## config.mk

```make
export PLATFORM = sky130hd
export DESIGN_NAME = spi_flash_stream
export DESIGN_NICKNAME = d
export VERILOG_FILES = /design/src/rtl/spi_flash_stream.sv
export SDC_FILE = /design/constraint.sdc
export NUM_CORES = 1
export LEC_CHECK = 0
export CAP_MARGIN = 20
export CORE_UTILIZATION = 42
export CTS_BUF_LIST = sky130_fd_sc_hd__clkbuf_16
export DETAILED_ROUTE_END_ITERATION = 16
export SLEW_MARGIN = 25
export SYNTH_ARGS = -nofsm -noshare
export SYNTH_HDL_FRONTEND = slang
export SYNTH_SLANG_ARGS = --single-unit
```

## constraint.sdc

```tcl
create_clock -name clk -period 6 [get_ports clk]
set_clock_uncertainty 0.2 [all_clocks]
set_input_delay 0.6 -clock clk [delete_from_list [all_inputs] [get_ports clk]]
set_output_delay 0.6 -clock clk [all_outputs]
set_load 0.03 [all_outputs]
```

## src/rtl/spi_flash_stream.sv

```systemverilog
// SPI flash streaming reader: sends READ_CMD plus a 24-bit address, then shifts
// words in continuously and presents them on a valid/ready output.
module spi_flash_stream #(
   parameter int         WORD_BITS = 16,
   parameter logic [7:0] READ_CMD  = 8'h03
) (
   input  logic                 clk,
   input  logic                 rst,
   input  logic                 start,
   input  logic                 stop,
   input  logic [23:0]          addr,
   output logic                 spi_cs_n,
   output logic                 spi_clk,
   output logic                 spi_mosi,
   input  logic                 spi_miso,
   output logic [WORD_BITS-1:0] data_out,
   output logic                 data_valid,
   input  logic                 data_ready,
   output logic                 busy
);

   localparam int CNT_W = (WORD_BITS > 32) ? $clog2(WORD_BITS) : 5;

   typedef enum logic [1:0] {IDLE, CMD, DATA, STALL} state_t;

   state_t               state;
   logic                 phase;
   logic [CNT_W-1:0]     bit_cnt;
   logic [31:0]          cmd_sr;
   logic [WORD_BITS-1:0] shift_sr;
   logic [WORD_BITS-1:0] word_next;
   logic                 handshake;

   assign word_next = {shift_sr[WORD_BITS-2:0], spi_miso};
   assign handshake = data_valid && data_ready;
   assign busy      = (state != IDLE);

   // phase=0 is the low half of an SPI bit (mosi changes), phase=1 the high half;
   // miso is captured on the edge that closes the high half.
   always_ff @(posedge clk) begin
      if (rst) begin
         state      <= IDLE;
         phase      <= 1'b0;
         bit_cnt    <= '0;
         spi_cs_n   <= 1'b1;
         spi_clk    <= 1'b0;
         spi_mosi   <= 1'b0;
         data_valid <= 1'b0;
         data_out   <= '0;
      end else if (stop && state != IDLE) begin
         state      <= IDLE;
         phase      <= 1'b0;
         bit_cnt    <= '0;
         spi_cs_n   <= 1'b1;
         spi_clk    <= 1'b0;
         spi_mosi   <= 1'b0;
         data_valid <= 1'b0;
      end else begin
         if (handshake)
            data_valid <= 1'b0;
         case (state)
            IDLE: begin
               if (start && !stop) begin
                  state    <= CMD;
                  phase    <= 1'b0;
                  bit_cnt  <= '0;
                  spi_cs_n <= 1'b0;
                  spi_clk  <= 1'b0;
                  spi_mosi <= READ_CMD[7];
                  cmd_sr   <= {READ_CMD[6:0], addr, 1'b0};
               end
            end
            CMD: begin
               if (!phase) begin
                  spi_clk <= 1'b1;
                  phase   <= 1'b1;
               end else begin
                  spi_clk <= 1'b0;
                  phase   <= 1'b0;
                  if (bit_cnt == CNT_W'(31)) begin
                     state    <= DATA;
                     bit_cnt  <= '0;
                     spi_mosi <= 1'b0;
                  end else begin
                     bit_cnt  <= bit_cnt + CNT_W'(1);
                     spi_mosi <= cmd_sr[31];
                     cmd_sr   <= {cmd_sr[30:0], 1'b0};
                  end
               end
            end
            DATA: begin
               if (!phase) begin
                  spi_clk <= 1'b1;
                  phase   <= 1'b1;
               end else begin
                  spi_clk  <= 1'b0;
                  phase    <= 1'b0;
                  shift_sr <= word_next;
                  if (bit_cnt == CNT_W'(WORD_BITS-1)) begin
                     bit_cnt <= '0;
                     // Output slot busy and not draining: park the word in shift_sr.
                     if (!data_valid || data_ready) begin
                        data_out   <= word_next;
                        data_valid <= 1'b1;
                     end else begin
                        state <= STALL;
                     end
                  end else begin
                     bit_cnt <= bit_cnt + CNT_W'(1);
                  end
               end
            end
            STALL: begin
               if (data_ready) begin
                  data_out   <= shift_sr;
                  data_valid <= 1'b1;
                  state      <= DATA;
               end
            end
            default: state <= IDLE;
         endcase
      end
   end

endmodule

```

======== After elaboration in Yosys (flattened, before gate mapping) ========
Index checks and enable logic that the tools add are counted.
cells by class
  add/sub/neg operators ................... 1
  reduce and logical (&&, ||, !) cells .... 22
  multiplexer cells ....................... 35
  equal/unequal tests ..................... 14
  bitwise gates (word level) .............. 2
operator list
  operator             number
  $mux 32              3
  $mux 16              4
  $pmux 32 s2          1
  $pmux 16 s2          1
  $mux 5               5
  $ne 2x2->1 const B   9
  $pmux 5 s3           1
  $mux 2               7
  $reduce_and 6->1     2
  $mux 1               9
  $pmux 2 s4           1
  $reduce_and 4->1     2
  $reduce_bool 2->1    4
  $reduce_and 7->1     1
  $pmux 1 s2           3
  $add 5x1->5 const B  1
  $eq 5x4->1 const B   1
  $eq 5x5->1 const B   1
  $eq 2x2->1 const B   2
  $reduce_and 2->1     2
  $reduce_or 2->1      2
  $logic_and 1x1->1    3
  $reduce_and 3->1     1
  $reduce_bool 3->1    1
  other kinds (5)      7
word-level totals
  input bits .............................. 30
  output and inout port bits .............. 21
  bits in registers ....................... 75
  logic and storage cells ................. 83

======== Logic depth before layout (Yosys ltp) ========
  depth in word-level cells ............... 6
  mapped depth ............................ 9
  mapped depth without buffers ............ 8

======== Worst setup path after synthesis ========
OpenSTA, ideal clock, no wires.
  kind .................................... reg-to-reg
  start ................................... register state[0]
  end ..................................... register cmd_sr[10] (enable)
  stages on the path, launching flop included .. 7
  path buffers ............................ 1
  slack ................................... 1920 ps
  setup time .............................. 458 ps
  arrival ................................. 3423 ps
  required time ........................... 5342 ps
  path through ............................ dfxtp_1 > inv_1 > ha_1 > buf_2 > inv_1 > o22ai_1 > nor3_1
on the way
  longest elaborated chain between the ends .. 4
  elaborated cells on any way between the ends .. 10
  classes of those cells .................. eq/ne (4); bitwise (1); reduce/logical (5)
RTL lines
  element                     RTL line  RTL
  start, declared             26        state_t state;
  start signal, assigned      42        state <= IDLE;
  start signal, assigned      51        state <= IDLE;
  start signal, assigned      64        state <= CMD;
  $reduce_bool 2->1           n/a
  named net busy              19        output logic busy
  $logic_and 1x1->1           50        end else if (stop && state != IDLE) begin
  $not 1->1 (no line)         n/a
  $reduce_and 6->1 (no line)  n/a
  end signal, assigned        70        cmd_sr <= {READ_CMD[6:0], addr, 1'b0};
  end signal, assigned        87        cmd_sr <= {cmd_sr[30:0], 1'b0};
  end, declared               29        logic [31:0] cmd_sr;
The timed path passes the listed nets, and every way through them passes these cells.
A chain may end at the register's enable or synchronous reset.

======== Worst setup path in the final report ========
  start ................................... register bit_cnt[0]
  end ..................................... register data_out[8]
on the way
  longest elaborated chain between the ends .. 3
RTL lines
  element                     RTL line  RTL
  start, declared             28        logic [CNT_W-1:0] bit_cnt;
  start signal, assigned      85        bit_cnt <= bit_cnt + CNT_W'(1);
  start signal, assigned      109       bit_cnt <= bit_cnt + CNT_W'(1);
  $eq 5x4->1                  99        if (bit_cnt == CNT_W'(WORD_BITS-1)) begin
  $ne 2x2->1 (no line)        n/a
  $reduce_and 6->1 (no line)  n/a
  end signal, assigned        103       data_out <= word_next;
  end signal, assigned        115       data_out <= shift_sr;
  end, declared               16        output logic [WORD_BITS-1:0] data_out,
No other way between the ends.

==> flow_metrics.tcl <==
set metrics [dict create \
    post-dp-hpwl_um 4180 \
    internal_power_w 0.00122 \
    final_antenna_net_count 0 \
    max_freq_mhz 310 \
    pre_cts_ws_ns 2.50 \
    criticalPathCategory "register to register" \
    crit_path_max_fanout 17 \
    power.share.combinational_pct 32.6 \
    cts_resized 0 \
    crit_buf_inv 0 \
    slowest_delay_ns 0.76 \
    final_setup_viols 0 \
    worst_ep_arrival_time_ns 3.18 \
    die_w_um 91.9 \
    critPathRequiredTime_ns 5.96 \
    initial_antenna_violation_count 0 \
    hold_path_class "register to register" \
    route.detailed.wl_per_inst_um 15.5 \
    headroom_to_the_max_slew_limit_pct 37.1 \
    synthDominantAreaCellType "sky130_fd_sc_hd__edfxtp_1" \
    most_common_cell_after_layout_fill_and_taps_aside "sky130_fd_sc_hd__clkdlybuf4s50_1" \
    synth_cell_type_count 42 \
    syn_inst_count 253 \
    seq_power_share_pct 40.9 \
    worst_setup_hold_path_clk_slew_ns 0.06 \
    die_h_um 91.9 \
    max_cap_viol_count 0 \
    clock-root-buffer "sky130_fd_sc_hd__clkbuf_16" \
    clkLatencyLatePin_ns 0.33 \
    core.rowCount 32 \
    placement.io_buffers 50 \
    synth-async-reset-ratio_pct 0 \
    power_density_nw_per_um2 426 \
    report.final.slew_viol_count 0 \
    synth_edf_count 47 \
    die-area_sq_um 8450 \
    post-cts-setup-buffer-count 0 \
    grtUsageTotal_pct 16.1 \
    synth-warning-count 0 \
    drc_errors 0 \
    synth-seq-area-share_pct 57.5 \
    final_net_count 339 \
    critPathSlowestCell "sky130_fd_sc_hd__nor4_4" \
    rsz_0062_raised_after_global_routing "false" \
    power_frac_clock_pct 26.4 \
    htreeDepth 3 \
    power.switching_fraction_pct 32.2 \
    routed_via_density 5.20 \
    finalPower_w 0.00179 \
    place_congestion 0.720 \
    flow.area_growth_from_synthesis_pct 23.9 \
    drt_wl_total_um 6300 \
    net-switching-power_w 0.000578 \
    post-route-min-period_ns 3.22 \
    setup_total_negative_slack_ns 0 \
    cp_common_cell "sky130_fd_sc_hd__ha_1" \
    cp_top_delay_family "simple AND/OR/NAND/NOR gates" \
    synthDominantCellAreaShare_pct 41.5 \
    layout_common_cells "sky130_fd_sc_hd__clkdlybuf4s50_1, sky130_fd_sc_hd__edfxtp_1, sky130_fd_sc_hd__dfxtp_1" \
    grt_start_max_net_pins 35 \
    mapped_nets 292 \
    fraction_of_final_layout_cells_with_drive_strength_greater_than_1_pct 20.0 \
    endpoint_kind "register" \
    coreArea_sq_um 7770 \
    post-route-worst-setup-slack_ns 2.78 \
    p_leak_nw 1.37 \
    pre_antenna_drt_iters 4 \
    run_status "finished, final reports clean" \
    worstMarginPinSlew_ns 0.941 \
    critical_path.startpoint_type "register" \
    crit_chain "ha_1, and3_1, ha_1, a21boi_4, nor4_4, and2_1, a211oi_1" \
    synth.cell_area_sq_um 3400 \
    post-route-period-util_pct 53.7 \
    post_synth.cell_area_avg_sq_um 13.4 \
    dr.first_iter.drc_count 123 \
    ios 51 \
    grt_remaining_overflow 0 \
    clk_path_buf_depth 2 \
    num_antenna_cells 0 \
    synth_seq_cells 74 \
    grt_first_pass_wirelength_um 10400 \
    number_of_global_route_vias_before_repair 2147 \
    routed-via-count 2117 \
    clock_sink_count 74 \
    vdd_drop_max_mv 0.209 \
    timing.final.hold_violations 0 \
    floorplan.initialDensity_pct 43.7 \
    cts_tree "yes" \
    numCtsBuffers 9 \
    synth_ff_type "sky130_fd_sc_hd__edfxtp_1" \
    cts_hold_buf 0 \
    synth.top_cells.by_area "sky130_fd_sc_hd__edfxtp_1, sky130_fd_sc_hd__dfxtp_1, sky130_fd_sc_hd__mux2_2, sky130_fd_sc_hd__mux2i_1, sky130_fd_sc_hd__a211oi_2" \
]
-- cell type report --
cell class	instances	area [sq um]
sequential	74	1950
timing repair buffer	52	515
tap	102	128
clock buffer	9	225
inverter	8	30.0
clock inverter	7	40.0
fill	694	3560
multi-input combinational	155	1320
-- metrics by stage --
stage          cell area [sq um]  hold slack [ns]  util [%]  std cells
3_3_place_gp                3940            0.263      50.7        391
2_1_floorplan               3400            0.249         -        253
4_1_cts                     4210            0.281      54.2        407
5_1_grt                     4210            0.287      54.2        407
6_report                    4210            0.278      54.2        407
3_5_place_dp                3940            0.267      50.7        391
-- Yosys cell counts, types with 5 or more instances --
library cell                n
sky130_fd_sc_hd__a211oi_1   6
sky130_fd_sc_hd__a211oi_2  10
sky130_fd_sc_hd__a21oi_1   23
sky130_fd_sc_hd__and2_1     6
sky130_fd_sc_hd__clkbuf_1   8
sky130_fd_sc_hd__dfxtp_1   27
sky130_fd_sc_hd__edfxtp_1  47
sky130_fd_sc_hd__ha_1       9
sky130_fd_sc_hd__inv_1      8
sky130_fd_sc_hd__mux2_2    23
sky130_fd_sc_hd__mux2i_1   16
sky130_fd_sc_hd__nand2_1    5
sky130_fd_sc_hd__nand2b_1  10
sky130_fd_sc_hd__nor2b_1    5
-- final timing paths --
path                                              start  slack (ns)                        to  cells after the start
worst max-delay path            bit_cnt[0]$_SDFFE_PN0P_        2.78  data_out[8]$_SDFFE_PP0P_                      7
worst min register to register    shift_sr[2]$_DFFE_PP_        0.28     shift_sr[3]$_DFFE_PP_                      0
worst min-delay path              shift_sr[2]$_DFFE_PP_        0.28     shift_sr[3]$_DFFE_PP_                      0
worst max register to register  bit_cnt[0]$_SDFFE_PN0P_        2.78  data_out[8]$_SDFFE_PP0P_                      7
-- layer usage --
metal | GRT usage [%] | part of all wire (%) | vias to the layer above
li1 | - | - | 1040
met5 | 0 | 0 | -
met1 | 19.9 | 46 | 1021
met2 | 25.2 | 46 | 45
met3 | 5.72 | 5.6 | 11
met4 | 7.03 | 1.9 | 0
-- cell families (layout without fill, tap and decap cells) --
| logic type | after synthesis | after routing | synth area share (%) |
|---|---|---|---|
| flip-flops | 74 | 74 | 57.5 |
| multiplexers | 39 | 39 | 12.3 |
| AO/OA/AOI/OAI | 55 | 55 | 13.3 |
| adder cells (fa/ha/maj) | 9 | 9 | 3.31 |
| AND/OR/NAND/NOR | 52 | 52 | 9.65 |
| buffers and inverters | 24 | 76 | 3.94 |
-- sequential cells by signal, summed over array words and instances (netlist names) --
register    cells
cmd_sr         31
data_out       16
shift_sr       16
bit_cnt         5
state           2
data_valid      1
phase           1
spi_cs_n        1
spi_mosi        1
-- power groups by stage --
stage	combinational, W	clock (W)	sequential (W)
5_1_grt	0.000630	0.000510	0.000749
6_report	0.000585	0.000473	0.000734
3_3_place_gp	0.000586	0	0.000743
3_5_place_dp	0.000592	0	0.000743
2_1_floorplan	0.000324	0	0.000833
4_1_cts	0.000592	0.000491	0.000736
Note: power is estimated with default switching activity, not from simulation.
